===== config.mk =====
export PLATFORM = sky130hd
export DESIGN_NAME = petra_tx_queue
export DESIGN_NICKNAME = d
export VERILOG_FILES = /design/src/rtl/petra_tx_queue.sv
export SDC_FILE = /design/constraint.sdc
export NUM_CORES = 1
export LEC_CHECK = 0
export CORE_MARGIN = 2
export CORE_UTILIZATION = 35
export CTS_CLUSTER_SIZE = 30
export DETAILED_ROUTE_END_ITERATION = 16
export PLACE_DENSITY_LB_ADDON = 0.15
export REMOVE_ABC_BUFFERS = 1
export SLEW_MARGIN = 10
export SYNTH_ARGS = -nofsm -noshare
export SYNTH_HDL_FRONTEND = slang
export SYNTH_SLANG_ARGS = --single-unit

===== constraint.sdc =====
create_clock -name clock -period 4.36 [get_ports clock]
set_clock_uncertainty 0.2 [all_clocks]
set_input_delay 0.654 -clock clock [delete_from_list [all_inputs] [get_ports clock]]
set_output_delay 0.654 -clock clock [all_outputs]
set_load 0.005 [all_outputs]

===== src/rtl/petra_tx_queue.sv =====
// petra_tx_queue: host-side transmit queue feeding the petra core.
// Buffers host messages in a circular buffer and hands them to petra one at
// a time, waiting for an irq_tx rising edge (or a watchdog expiry) between
// messages.

`ifndef MESSAGE_SIZE
`define MESSAGE_SIZE 8
`endif

module petra_tx_queue #(
  parameter int unsigned MESSAGE_SIZE = `MESSAGE_SIZE,
  parameter int unsigned DEPTH        = 8,
  parameter int unsigned ADDR_W       = 3,
  parameter int unsigned TIMEOUT      = 65535
) (
  input  logic                    clock,
  input  logic                    reset,
  input  logic                    push,
  input  logic [MESSAGE_SIZE-1:0] push_data,
  input  logic                    flush,
  output logic                    full,
  output logic                    empty,
  output logic [ADDR_W:0]         level,
  output logic                    overflow,
  output logic                    send_message,
  output logic [MESSAGE_SIZE-1:0] msg_data,
  input  logic                    irq_tx,
  output logic                    done,
  output logic                    tx_timeout,
  output logic [7:0]              sent_count,
  output logic [7:0]              drop_count
);

  // Watchdog only needs to count 0..TIMEOUT-1.
  localparam int unsigned WD_W = (TIMEOUT > 2) ? $clog2(TIMEOUT) : 1;

  typedef enum logic {
    ST_IDLE = 1'b0,
    ST_WAIT = 1'b1
  } state_t;

  state_t state, state_nx;

  logic [MESSAGE_SIZE-1:0] mem [DEPTH];
  logic [ADDR_W-1:0]       wr_ptr;
  logic [ADDR_W-1:0]       rd_ptr;
  logic [WD_W-1:0]         wd;
  logic [WD_W-1:0]         wd_nx;
  logic                    irq_prev;

  logic                    irq_edge;
  logic                    wd_expired;
  logic                    do_push;
  logic                    do_pop;
  logic                    send_nx;
  logic                    done_nx;
  logic                    tmo_nx;
  logic [ADDR_W:0]         level_nx;
  logic                    overflow_nx;

  assign irq_edge   = irq_tx & ~irq_prev;
  assign wd_expired = (wd == WD_W'(TIMEOUT - 1));
  // A push while full is dropped even if a pop frees a slot the same cycle.
  assign do_push    = push & ~flush & ~full;
  // empty is registered, so an entry pushed this cycle waits for the next check.
  assign do_pop     = (state == ST_IDLE) & ~empty & ~flush;

  // State register
  always_ff @(posedge clock or posedge reset) begin
    if (reset) state <= ST_IDLE;
    else       state <= state_nx;
  end

  // Next-state: launch when work is queued, return on completion or expiry
  always_comb begin
    state_nx = state;
    if (flush) begin
      state_nx = ST_IDLE;
    end else begin
      case (state)
        ST_IDLE: if (do_pop) state_nx = ST_WAIT;
        ST_WAIT: if (irq_edge || wd_expired) state_nx = ST_IDLE;
        default: state_nx = ST_IDLE;
      endcase
    end
  end

  // Output decode: next values of the registered handshake outputs and watchdog
  always_comb begin
    send_nx = 1'b0;
    done_nx = 1'b0;
    tmo_nx  = 1'b0;
    wd_nx   = wd;
    if (flush) begin
      wd_nx = '0;
    end else begin
      case (state)
        ST_IDLE: begin
          if (do_pop) begin
            send_nx = 1'b1;
            wd_nx   = '0;
          end
        end
        ST_WAIT: begin
          wd_nx = wd + WD_W'(1);
          // Completion takes priority over a coincident expiry.
          if (irq_edge)        done_nx = 1'b1;
          else if (wd_expired) tmo_nx  = 1'b1;
        end
        default: ;
      endcase
    end
  end

  // Occupancy and sticky overflow bookkeeping
  always_comb begin
    level_nx    = level + (ADDR_W+1)'(do_push) - (ADDR_W+1)'(do_pop);
    overflow_nx = overflow | (push & full & ~flush);
    if (flush) begin
      level_nx    = '0;
      overflow_nx = 1'b0;
    end
  end

  // Payload storage; contents need no reset since pointers gate every read
  always_ff @(posedge clock) begin
    if (do_push) mem[wr_ptr] <= push_data;
  end

  // Pointers, flags, watchdog, edge history and registered outputs
  always_ff @(posedge clock or posedge reset) begin
    if (reset) begin
      wr_ptr       <= '0;
      rd_ptr       <= '0;
      level        <= '0;
      full         <= 1'b0;
      empty        <= 1'b1;
      overflow     <= 1'b0;
      wd           <= '0;
      irq_prev     <= 1'b0;
      send_message <= 1'b0;
      msg_data     <= '0;
      done         <= 1'b0;
      tx_timeout   <= 1'b0;
      sent_count   <= '0;
      drop_count   <= '0;
    end else begin
      irq_prev     <= irq_tx;
      wd           <= wd_nx;
      send_message <= send_nx;
      done         <= done_nx;
      tx_timeout   <= tmo_nx;
      level        <= level_nx;
      full         <= (level_nx == (ADDR_W+1)'(DEPTH));
      empty        <= (level_nx == '0);
      overflow     <= overflow_nx;
      if (flush) begin
        wr_ptr <= '0;
        rd_ptr <= '0;
      end else begin
        if (do_push) wr_ptr <= wr_ptr + ADDR_W'(1);
        if (do_pop) begin
          rd_ptr   <= rd_ptr + ADDR_W'(1);
          msg_data <= mem[rd_ptr];
        end
      end
      if (done_nx) sent_count <= sent_count + 8'd1;
      if (tmo_nx)  drop_count <= drop_count + 8'd1;
    end
  end

endmodule


==> results of run 1 <==
-- metal layers --
| layer | share of wire (%) | vias up | track usage, % | wire, um |
|---|---|---|---|---|
| met1 | 47 | 1559 | 19.3 | 5010 |
| met4 | 1.5 | 0 | 5.24 | 163 |
| met3 | 4.7 | 10 | 4.33 | 493 |
| li1 | - | 1508 | - | - |
| met2 | 46 | 83 | 22.1 | 4910 |
| met5 | 0 | - | 0 | 0 |
-- kinds of logic (layout without fill, tap and decap cells) --
group | Yosys count | in the layout | synth area share [%]
flops | 122 | 122 | 65.0
simple gates | 113 | 113 | 11.5
compound gates | 49 | 49 | 5.47
mux | 28 | 28 | 9.33
buf+inv | 27 | 101 | 2.00
xor+xnor | 22 | 22 | 3.86
fa+ha+maj | 11 | 11 | 2.80
-- flip-flops by register name, summed over array words and instances (netlist names) --
signal and count:
state 1, send_message 1, done 1, empty 1
tx_timeout 1, irq_prev 1, level 4, rd_ptr 3
drop_count 8, overflow 1, sent_count 8, full 1
mem 64, msg_data 8, wd 16, wr_ptr 3
-- layout make-up --
type / count / share of cell area (%)
repair buffers: 57 / 8.39
clock inverters: 12 / 1.97
flip-flops and latches: 122 / 52.1
inverters: 12 / 0.696
well taps: 184 / 3.56
multi-input cells: 223 / 26.5
clock buffers: 20 / 6.75
-- critical path: stages --
cell	delay (ns)
sky130_fd_sc_hd__clkdlybuf4s50_1	0.47
sky130_fd_sc_hd__nor2b_1	0.23
sky130_fd_sc_hd__nor2b_1	0.31
sky130_fd_sc_hd__inv_1	0.08
sky130_fd_sc_hd__ha_1	0.28
sky130_fd_sc_hd__inv_1	0.04
sky130_fd_sc_hd__ha_1	0.21
sky130_fd_sc_hd__fa_1	0.40
sky130_fd_sc_hd__xnor2_1	0.16
sky130_fd_sc_hd__nor2_1	0.09
sky130_fd_sc_hd__nor4b_1	0.35
-- metrics by stage --
stage                     std cells  worst slack, ns  hold WS (ns)
after global placement          598            0.901         0.258
after global routing            630            0.889         0.282
final                           630             1.20         0.262
after CTS                       630             1.14         0.273
after detailed placement        598            0.751         0.267
after floorplan                 357            0.991         0.246
-- layout by cell type (no fill, tap or decap), types with 2 or more instances in the layout --
cell and instances:
sky130_fd_sc_hd__clkdlybuf4s50_1 46, sky130_fd_sc_hd__bufinv_16 2, sky130_fd_sc_hd__clkbuf_16 17, sky130_fd_sc_hd__nand2b_1 5, sky130_fd_sc_hd__nand3b_1 2, sky130_fd_sc_hd__xnor2_1 11, sky130_fd_sc_hd__nand3_1 11, sky130_fd_sc_hd__nor4_1 5
sky130_fd_sc_hd__o21ai_0 16, sky130_fd_sc_hd__or4_4 2, sky130_fd_sc_hd__xor2_1 10, sky130_fd_sc_hd__dfrtp_1 57, sky130_fd_sc_hd__and3_1 2, sky130_fd_sc_hd__nand2_1 26, sky130_fd_sc_hd__clkinvlp_4 4, sky130_fd_sc_hd__nor3_1 6
sky130_fd_sc_hd__buf_4 11, sky130_fd_sc_hd__a21oi_1 18, sky130_fd_sc_hd__and4_1 4, sky130_fd_sc_hd__a31oi_1 3, sky130_fd_sc_hd__o31ai_1 3, sky130_fd_sc_hd__mux4_2 16, sky130_fd_sc_hd__or3_1 2, sky130_fd_sc_hd__clkinv_2 4
sky130_fd_sc_hd__nor2b_1 6, sky130_fd_sc_hd__nor2_1 25, sky130_fd_sc_hd__edfxtp_1 64, sky130_fd_sc_hd__clkbuf_1 3, sky130_fd_sc_hd__inv_1 11, sky130_fd_sc_hd__mux2_2 3, sky130_fd_sc_hd__ha_1 10, sky130_fd_sc_hd__mux2i_1 9
sky130_fd_sc_hd__nand4_1 9, sky130_fd_sc_hd__or4_1 2
-- worst paths after layout --
| check | startpoint | slack [ns] | depth (start not counted) | end |
|---|---|---|---|---|
| worst max-delay path | push | 1.20 | 11 | full |
| worst min-delay path | drop_count[7] | 0.26 | 1 | drop_count[7] |
| worst max register to register | full | 1.52 | 10 | full |
| worst min register to register | drop_count[7] | 0.26 | 1 | drop_count[7] |
| max in group asynchronous | reset | 2.63 | 3 | sent_count[2] |
| min in group asynchronous | reset | 0.54 | 2 | drop_count[6] |
-- power breakdown --
part           switching (uW)  total (uW)  leakage [uW]  internal (uW)
Sequential                117        1450       0.00134           1330
Combinational             325         737      0.000811            412
Clock                     495        1330      0.000266            837
Total                     937        3520       0.00242           2580
==> results.yml, run 1 <==
critical_path:
  criticalPathCategory: "in2reg"
  category_of_the_worst_setup_path_launch_point: "input pin"
  crit_fanout: 5
  critical_path_arrival_ns: 3.25
  cp-end-kind: "register"
  required_ns: 4.45
min_path:
  hold_path_class: "reg2reg"
power_and_ir_drop:
  post-layout-total-power_uw: 3520
  cellPowerDensity_mw_per_mm2: 544
  static_leakage_uw: 0.00242
  vdd_ir_drop_max_v: 0.000283
timing:
  period_share_pct: 72.4
  timing_max_transition_violations_final: 0
  least_margin_pin_slew_ns: 0.867
  maximum_clock_rate_mhz: 317
  grt_setup_unrepaired: "false"
  hold_violations: 0
  slew-limit-headroom_pct: 42.2
  report.final.setup_viol: 0
  period_minus_slack_ns: 3.16
  timing.setup.tns_ns: 0
cts:
  ctsHoldBuffers: 0
  cts_tree: "yes"
  clock-sinks: 122
  setup_buffers_after_cts: 0
  cts.repair.resized: 0
  tritoncts.num_buffers: 17
  clkTransAtPathRegs_ns: 0.05
  worst_skew_pair.late_latency_ns: 0.41
  h-tree-depth: 4
  clk_path_buf_depth: 2
  cts_root_buffer: "sky130_fd_sc_hd__clkbuf_16"
floorplan:
  floorplan.initialDensity_pct: 35.7
  row_count: 44
  die-area_mm2: 0.0158
  coreArea_mm2: 0.0145
  floorplan.die.height_um: 126
  die_width_um: 126
  ioPinCount: 47
final_layout:
  num_antenna_cells: 0
  area.growth.synth_to_final_pct: 24.7
  num-fill-cells: 1364
  final_net_count: 457
  layout-drive-gt1-share_pct: 15.2
  area.sequential_mm2: 0.00337
  fin_util_pct: 44.5
  finalInstanceArea_mm2: 0.00647
  multi_input_area_mm2: 0.00172
placed_design:
  placedInstanceArea_mm2: 0.00591
  hpwlAfterDp_mm: 6.79
  finalWeightedCongestion: 0.768
  io_buffers: 46
job:
  timing.max_cap.violations: 0
logic_synthesis:
  synth_most_common_cell: "sky130_fd_sc_hd__edfxtp_1"
  synth.yosys.seq_area_share_pct: 65.0
  synth_top_cell_by_area: "sky130_fd_sc_hd__edfxtp_1"
  number_of_flops_mapped_to_enable_cells_by_yosys: 64
  synth_area_per_cell_um2: 14.0
  synth_top_cell_area_share_pct: 37.0
  post_synth_instance_area_mm2: 0.00519
  asyncSetResetFlopFracSynth_pct: 47.5
  netlist-cell-type-count: 47
  syn-instance-count: 372
  synth_top_cells_by_count: "sky130_fd_sc_hd__edfxtp_1, sky130_fd_sc_hd__dfrtp_1, sky130_fd_sc_hd__nand2_1"
  post_synth_main_area_contributors: "sky130_fd_sc_hd__edfxtp_1, sky130_fd_sc_hd__dfrtp_1, sky130_fd_sc_hd__mux4_2"
  ys.warnings.count: 0
  ys_dominant_reg_cell: "sky130_fd_sc_hd__edfxtp_1"
  synth.ff_latch_count: 122
routing:
  post_drt_wl_per_cell_um: 16.8
  first_iter_violations: 153
  dr.pass1.iters: 4
  avgViaCountPerCell: 5.02
  drc_errors: 0
  ant_nets: 0
  postRouteWirelength_mm: 10.6
  dr_total_vias: 3160
global_route:
  grt_overflow_total: 0
  grt_start_max_net_pins: 40
  first_global_vias: 3170
  initial_antenna_violation_count: 0
  grt_pass1_wl_mm: 17.2
  grt_usage_pct: 14.3
status:
  run_status: "finished, final reports clean"
(Power assumes the default switching activity.)
==> run 2: changes to the inputs <==
clock period = 2.89 ns   (was 4.36 ns; I/O delays follow)
==> results.yml, run 2 (synthesis gave the netlist of run 1 again) <==
status:
  run_status: "finished, final reports clean"
min_path:
  hold_path_class: "in2async"
global_route:
  grt_usage_pct: 14.2
  initial_antenna_violation_count: 0
  grt_overflow_total: 0
  first_global_vias: 3220
  grt_pass1_wl_mm: 17.3
  gr-max-usage-layer: "met2"
  grtUsageMet1_pct: 19.6
  gr-usage-met3_pct: 4.42
  met2_use_gr_pct: 21.4
  grt_start_max_net_pins: 40
power_and_ir_drop:
  vdd_ir_drop_max_v: 0.000391
  cellPowerDensity_mw_per_mm2: 823
  static_leakage_uw: 0.00250
routing:
  post_drt_wl_per_cell_um: 16.3
  dr_total_vias: 3245
  first_iter_violations: 173
  postRouteWirelength_mm: 10.4
  dr.pass1.iters: 4
  ant_nets: 0
  drc_errors: 0
  avgViaCountPerCell: 5.07
critical_path:
  criticalPathCategory: "in2reg"
  worstReg2RegEnd: "full"
  crit_fanout: 3
  setup.reg_to_reg.worst_slack_ns: 0.36
  cp-end-kind: "register"
  category_of_the_worst_setup_path_launch_point: "input pin"
  critical_path.reg2reg.startpoint: "full"
  critical_path_arrival_ns: 2.72
  required_ns: 2.99
  timing.reg2reg.worst_path_depth: 10
timing:
  timing_max_transition_violations_final: 0
  period_minus_slack_ns: 2.63
  period_share_pct: 90.8
  least_margin_pin_slew_ns: 0.635
  slew-limit-headroom_pct: 57.7
  grt_setup_unrepaired: "false"
  maximum_clock_rate_mhz: 381
  report.final.setup_viol: 0
  hold_violations: 0
final_layout:
  max_flop_register: "mem"
  num_antenna_cells: 0
  finalInstanceArea_mm2: 0.00659
  num-fill-cells: 1350
  layout-drive-gt1-share_pct: 17.1
  area.growth.synth_to_final_pct: 26.9
  final-instance-count-excl-fill: 640
  final_net_count: 468
  layout.cells.most_common_list: "sky130_fd_sc_hd__edfxtp_1, sky130_fd_sc_hd__dfrtp_1, sky130_fd_sc_hd__clkdlybuf4s50_1"
  largest_reg_flops: 64
  largest_registers_ranked_by_flip_flop_count: "mem (64), wd (16)"
  final_common_cell: "sky130_fd_sc_hd__edfxtp_1"
cts:
  clk_path_buf_depth: 2
  worst_skew_pair.late_latency_ns: 0.41
  cts_tree: "yes"
  clkTransAtPathRegs_ns: 0.05
  setup_buffers_after_cts: 0
  cts_root_buffer: "sky130_fd_sc_hd__clkbuf_16"
  clock-sinks: 122
  h-tree-depth: 4
  tritoncts.num_buffers: 17
  cts.repair.resized: 0
  ctsHoldBuffers: 0
placed_design:
  place.detailed.instances: 609
  finalWeightedCongestion: 0.758
  io_buffers: 46
  hpwlAfterDp_mm: 6.81
  placedInstanceArea_mm2: 0.00600
floorplan:
  coreArea_mm2: 0.0145
  floorplan.initialDensity_pct: 35.7
  floorplan.die.height_um: 126
  die-area_mm2: 0.0158
  die_width_um: 126
  row_count: 44
  ioPinCount: 47
job:
  timing.max_cap.violations: 0
==> run 2: cell count changes in the layout (fill, tap and decap cells not counted), sizes merged <==
cell      before  now
clkinvlp       4    2
clkbuf        20   19
buf           11   22
bufinv         2    3
clkinv         5    6
==> run 2: critical path: stages <==
cell and delay (ns):
sky130_fd_sc_hd__clkdlybuf4s50_1 0.47, sky130_fd_sc_hd__nor2b_1 0.16, sky130_fd_sc_hd__nor2b_1 0.19, sky130_fd_sc_hd__inv_1 0.06, sky130_fd_sc_hd__ha_1 0.26, sky130_fd_sc_hd__inv_1 0.03, sky130_fd_sc_hd__ha_1 0.20, sky130_fd_sc_hd__fa_1 0.38
sky130_fd_sc_hd__xnor2_1 0.14, sky130_fd_sc_hd__nor2_1 0.08, sky130_fd_sc_hd__nor4b_1 0.32
==> run 2: routing by layer <==
metal,vias to the layer above,wire length [um]
met5,-,0
met4,0,131
met3,13,546
met2,84,4890
met1,1617,4860
li1,1531,-
==> run 2: worst max-delay path by stage <==
stage | startpoint | end | slack (ns) | cells after the start
after floorplan | state | full | -0.28 | 8
after global placement | push | full | -0.08 | 11
after detailed placement | push | full | -0.16 | 11
after CTS | push | full | 0.22 | 11
after global routing | push | full | 0.003 | 11
final | push | full | 0.26 | 11
==> run 2: final cells by class <==
type	count	area, um^2	area share, %
sequential	122	3370	51.2
multi-input combinational	223	1720	26.1
timing repair buffer	68	638	9.69
clock buffer	19	433	6.57
tap	184	230	3.49
clock inverter	12	150	2.28
inverter	12	45.0	0.684
==> run 2: per-stage QoR <==
stage	setup TNS [ns]	worst slack [ns]	utilization (%)	hold WS, ns	power, uW
floorplan	-0.745	-0.285	-	0.246	2850
global placement	-0.152	-0.0838	41.3	0.258	3390
detailed placement	-0.258	-0.162	41.3	0.263	3390
CTS	0	0.225	45.3	0.180	5510
global route	0	0.00312	45.3	0.195	5720
finish	0	0.265	45.3	0.176	5420
==> run 2: where the power goes <==
part | internal [uW] | switching (uW) | total, uW
logic | 650 | 537 | 1190
registers | 2010 | 135 | 2150
clock network | 1350 | 743 | 2090
==> run 3: changes to the inputs <==
ABC_AREA = 1   (was unset)
==> results.yml, run 3 <==
floorplan:
  die-area_mm2: 0.0167
  floorplan.initialDensity_pct: 36.0
  coreArea_mm2: 0.0153
  floorplan.die.height_um: 129
  ioPinCount: 47
  row_count: 45
  die_width_um: 129
cts:
  cts_root_buffer: "sky130_fd_sc_hd__clkbuf_16"
  clk_path_buf_depth: 2
  setup_buffers_after_cts: 0
  clkTransAtPathRegs_ns: 0.06
  clock-sinks: 122
  ctsHoldBuffers: 0
  tritoncts.num_buffers: 17
  worst_skew_pair.late_latency_ns: 0.41
  cts_tree: "yes"
  cts.repair.resized: 0
  h-tree-depth: 4
critical_path:
  worst_path_largest_cell_delay_ns: 0.44
  path_buf_inv: 3
  cp-end-kind: "register"
  sequence_of_cells_on_the_critical_path: "or2_1, nor2_2, ha_1, inv_1, ha_1, fa_1, inv_1, nor2_1, nor3_1, inv_1, nor2_1"
  critical_path_arrival_ns: 2.71
  crit_slowest_cell: "sky130_fd_sc_hd__dfrtp_1"
  critical_path.reg2reg.startpoint: "state"
  criticalPathCategory: "reg2reg"
  required_ns: 3.03
  setup.reg_to_reg.worst_slack_ns: 0.32
  timing.reg2reg.worst_path_depth: 11
  cpLargestDelayFamily: "adder cells"
  crit_path_frequent_cell: "sky130_fd_sc_hd__inv_1"
  worstReg2RegEnd: "full"
  category_of_the_worst_setup_path_launch_point: "register"
  crit_fanout: 4
final_layout:
  num-fill-cells: 1406
  layout.cells.most_common_list: "sky130_fd_sc_hd__nand2_1, sky130_fd_sc_hd__nor2_1, sky130_fd_sc_hd__edfxtp_1"
  largest_reg_flops: 64
  finalInstanceArea_mm2: 0.00693
  num_antenna_cells: 0
  area.growth.synth_to_final_pct: 26.2
  fin_util_pct: 45.4
  final_net_count: 656
  final_common_cell: "sky130_fd_sc_hd__nand2_1"
  max_flop_register: "mem"
  layout-drive-gt1-share_pct: 12.4
  largest_registers_ranked_by_flip_flop_count: "mem (64), wd (16)"
timing:
  period_minus_slack_ns: 2.57
  timing_max_transition_violations_final: 0
  least_margin_pin_slew_ns: 0.575
  hold_violations: 0
  period_share_pct: 88.9
  grt_setup_unrepaired: "false"
  slew-limit-headroom_pct: 61.6
  timing.setup.tns_ns: 0
  report.final.setup_viol: 0
  worst_case_hold_slack_ns: 0.160
  maximum_clock_rate_mhz: 389
routing:
  dr.pass1.iters: 4
  post_drt_wl_per_cell_um: 14.5
  dr_total_vias: 4036
  drc_errors: 0
  postRouteWirelength_mm: 12.4
  first_iter_violations: 249
  avgViaCountPerCell: 4.72
  ant_nets: 0
logic_synthesis:
  number_of_flops_mapped_to_enable_cells_by_yosys: 64
  netlist-cell-type-count: 35
  synth_most_common_cell: "sky130_fd_sc_hd__nand2_1"
  syn-instance-count: 559
  synth_area_per_cell_um2: 9.82
  asyncSetResetFlopFracSynth_pct: 47.5
  post_synth_main_area_contributors: "sky130_fd_sc_hd__edfxtp_1, sky130_fd_sc_hd__dfrtp_1, sky130_fd_sc_hd__nand2_1"
  post_synth_instance_area_mm2: 0.00549
  synth_top_cells_by_count: "sky130_fd_sc_hd__nand2_1, sky130_fd_sc_hd__nor2_1, sky130_fd_sc_hd__edfxtp_1"
  ys_dominant_reg_cell: "sky130_fd_sc_hd__edfxtp_1"
  synth_top_cell_by_area: "sky130_fd_sc_hd__edfxtp_1"
  synth.yosys.seq_area_share_pct: 61.5
  ys.warnings.count: 0
  synth.ff_latch_count: 122
  synth_top_cell_area_share_pct: 35.0
status:
  run_status: "finished, final reports clean"
global_route:
  initial_antenna_violation_count: 0
  grt_usage_pct: 16.0
  grt_overflow_total: 0
  grt_start_max_net_pins: 35
  grt_pass1_wl_mm: 20.4
  first_global_vias: 3977
placed_design:
  placedInstanceArea_mm2: 0.00631
  finalWeightedCongestion: 0.801
  hpwlAfterDp_mm: 8.26
  io_buffers: 46
job:
  timing.max_cap.violations: 0
min_path:
  hold_path_class: "in2async"
power_and_ir_drop:
  vdd_ir_drop_max_v: 0.000492
  cellPowerDensity_mw_per_mm2: 832
  post-layout-total-power_uw: 5770
  static_leakage_uw: 0.00283
==> run 3: cell types whose count changed after synthesis, sizes merged, moves of 16 or more <==
cell,previous run,this run
inv,12,55
nand3,11,31
nand2,26,119
o21ai,17,51
o211ai,0,16
mux4,16,0
nor2,25,103
==> run 3: layout make-up <==
class	instances	area (um^2)	share of cell area (%)
flip-flops and latches	122	3370	48.7
repair buffers	67	618	8.92
multi-input cells	368	1840	26.6
clock buffers	20	447	6.45
inverters	56	213	3.07
well taps	211	264	3.81
clock inverters	11	170	2.46
==> run 3: cell families (layout without fill, tap and decap cells) <==
logic type                 Yosys count  after routing  synth area share (%)
and+or+nand+nor                    266            266                  21.1
xor gates and xnor gates            10             10                  1.60
buffers and inverters               69            154                  4.99
AOI/OAI and AO/OA                   81             81                  8.20
adders and majority gates           11             11                  2.64
DFF                                122            122                  61.5
==> run 3: layer usage <==
layer	routed length, um	part of all wire (%)	global-route usage (%)	up-vias
li1	-	-	-	2002
met1	5660	45	20.6	1948
met2	6150	49	25.7	71
met3	439	3.5	4.17	15
met4	193	1.6	6.84	0
met5	0	0	0	-
==> run 3: metrics by stage <==
step                      std cells  worst slack, ns
after floorplan                 546            0.272
after global placement          824           0.0766
after detailed placement        824           0.0398
after CTS                       855            0.322
after global routing            855            0.142
final                           855            0.322
==> run 3: report_power, final <==
part / total, uW / internal (uW) / switching (uW)
Clock: 2240 / 1460 / 775
Combinational: 1360 / 572 / 789
Sequential: 2170 / 2020 / 146
Total: 5770 / 4060 / 1710
==> run 3: worst reg2reg max path: stages, from the launching register on <==
cell and delay, ns:
sky130_fd_sc_hd__dfrtp_1 0.44, sky130_fd_sc_hd__or2_1 0.31, sky130_fd_sc_hd__nor2_2 0.13, sky130_fd_sc_hd__ha_1 0.24
sky130_fd_sc_hd__inv_1 0.07, sky130_fd_sc_hd__ha_1 0.18, sky130_fd_sc_hd__fa_1 0.42, sky130_fd_sc_hd__inv_1 0.07
sky130_fd_sc_hd__nor2_1 0.05, sky130_fd_sc_hd__nor3_1 0.24, sky130_fd_sc_hd__inv_1 0.06, sky130_fd_sc_hd__nor2_1 0.09
==> run 3: worst max-delay path by stage <==
| stage | slack [ns] | end | cells past startpoint | start |
|---|---|---|---|---|
| after floorplan | 0.27 | full | 11 | state |
| after detailed placement | 0.04 | full | 12 | flush |
| after global routing | 0.14 | full | 11 | state |
| final | 0.32 | full | 11 | state |
| after CTS | 0.32 | full | 11 | state |
| after global placement | 0.08 | full | 12 | flush |
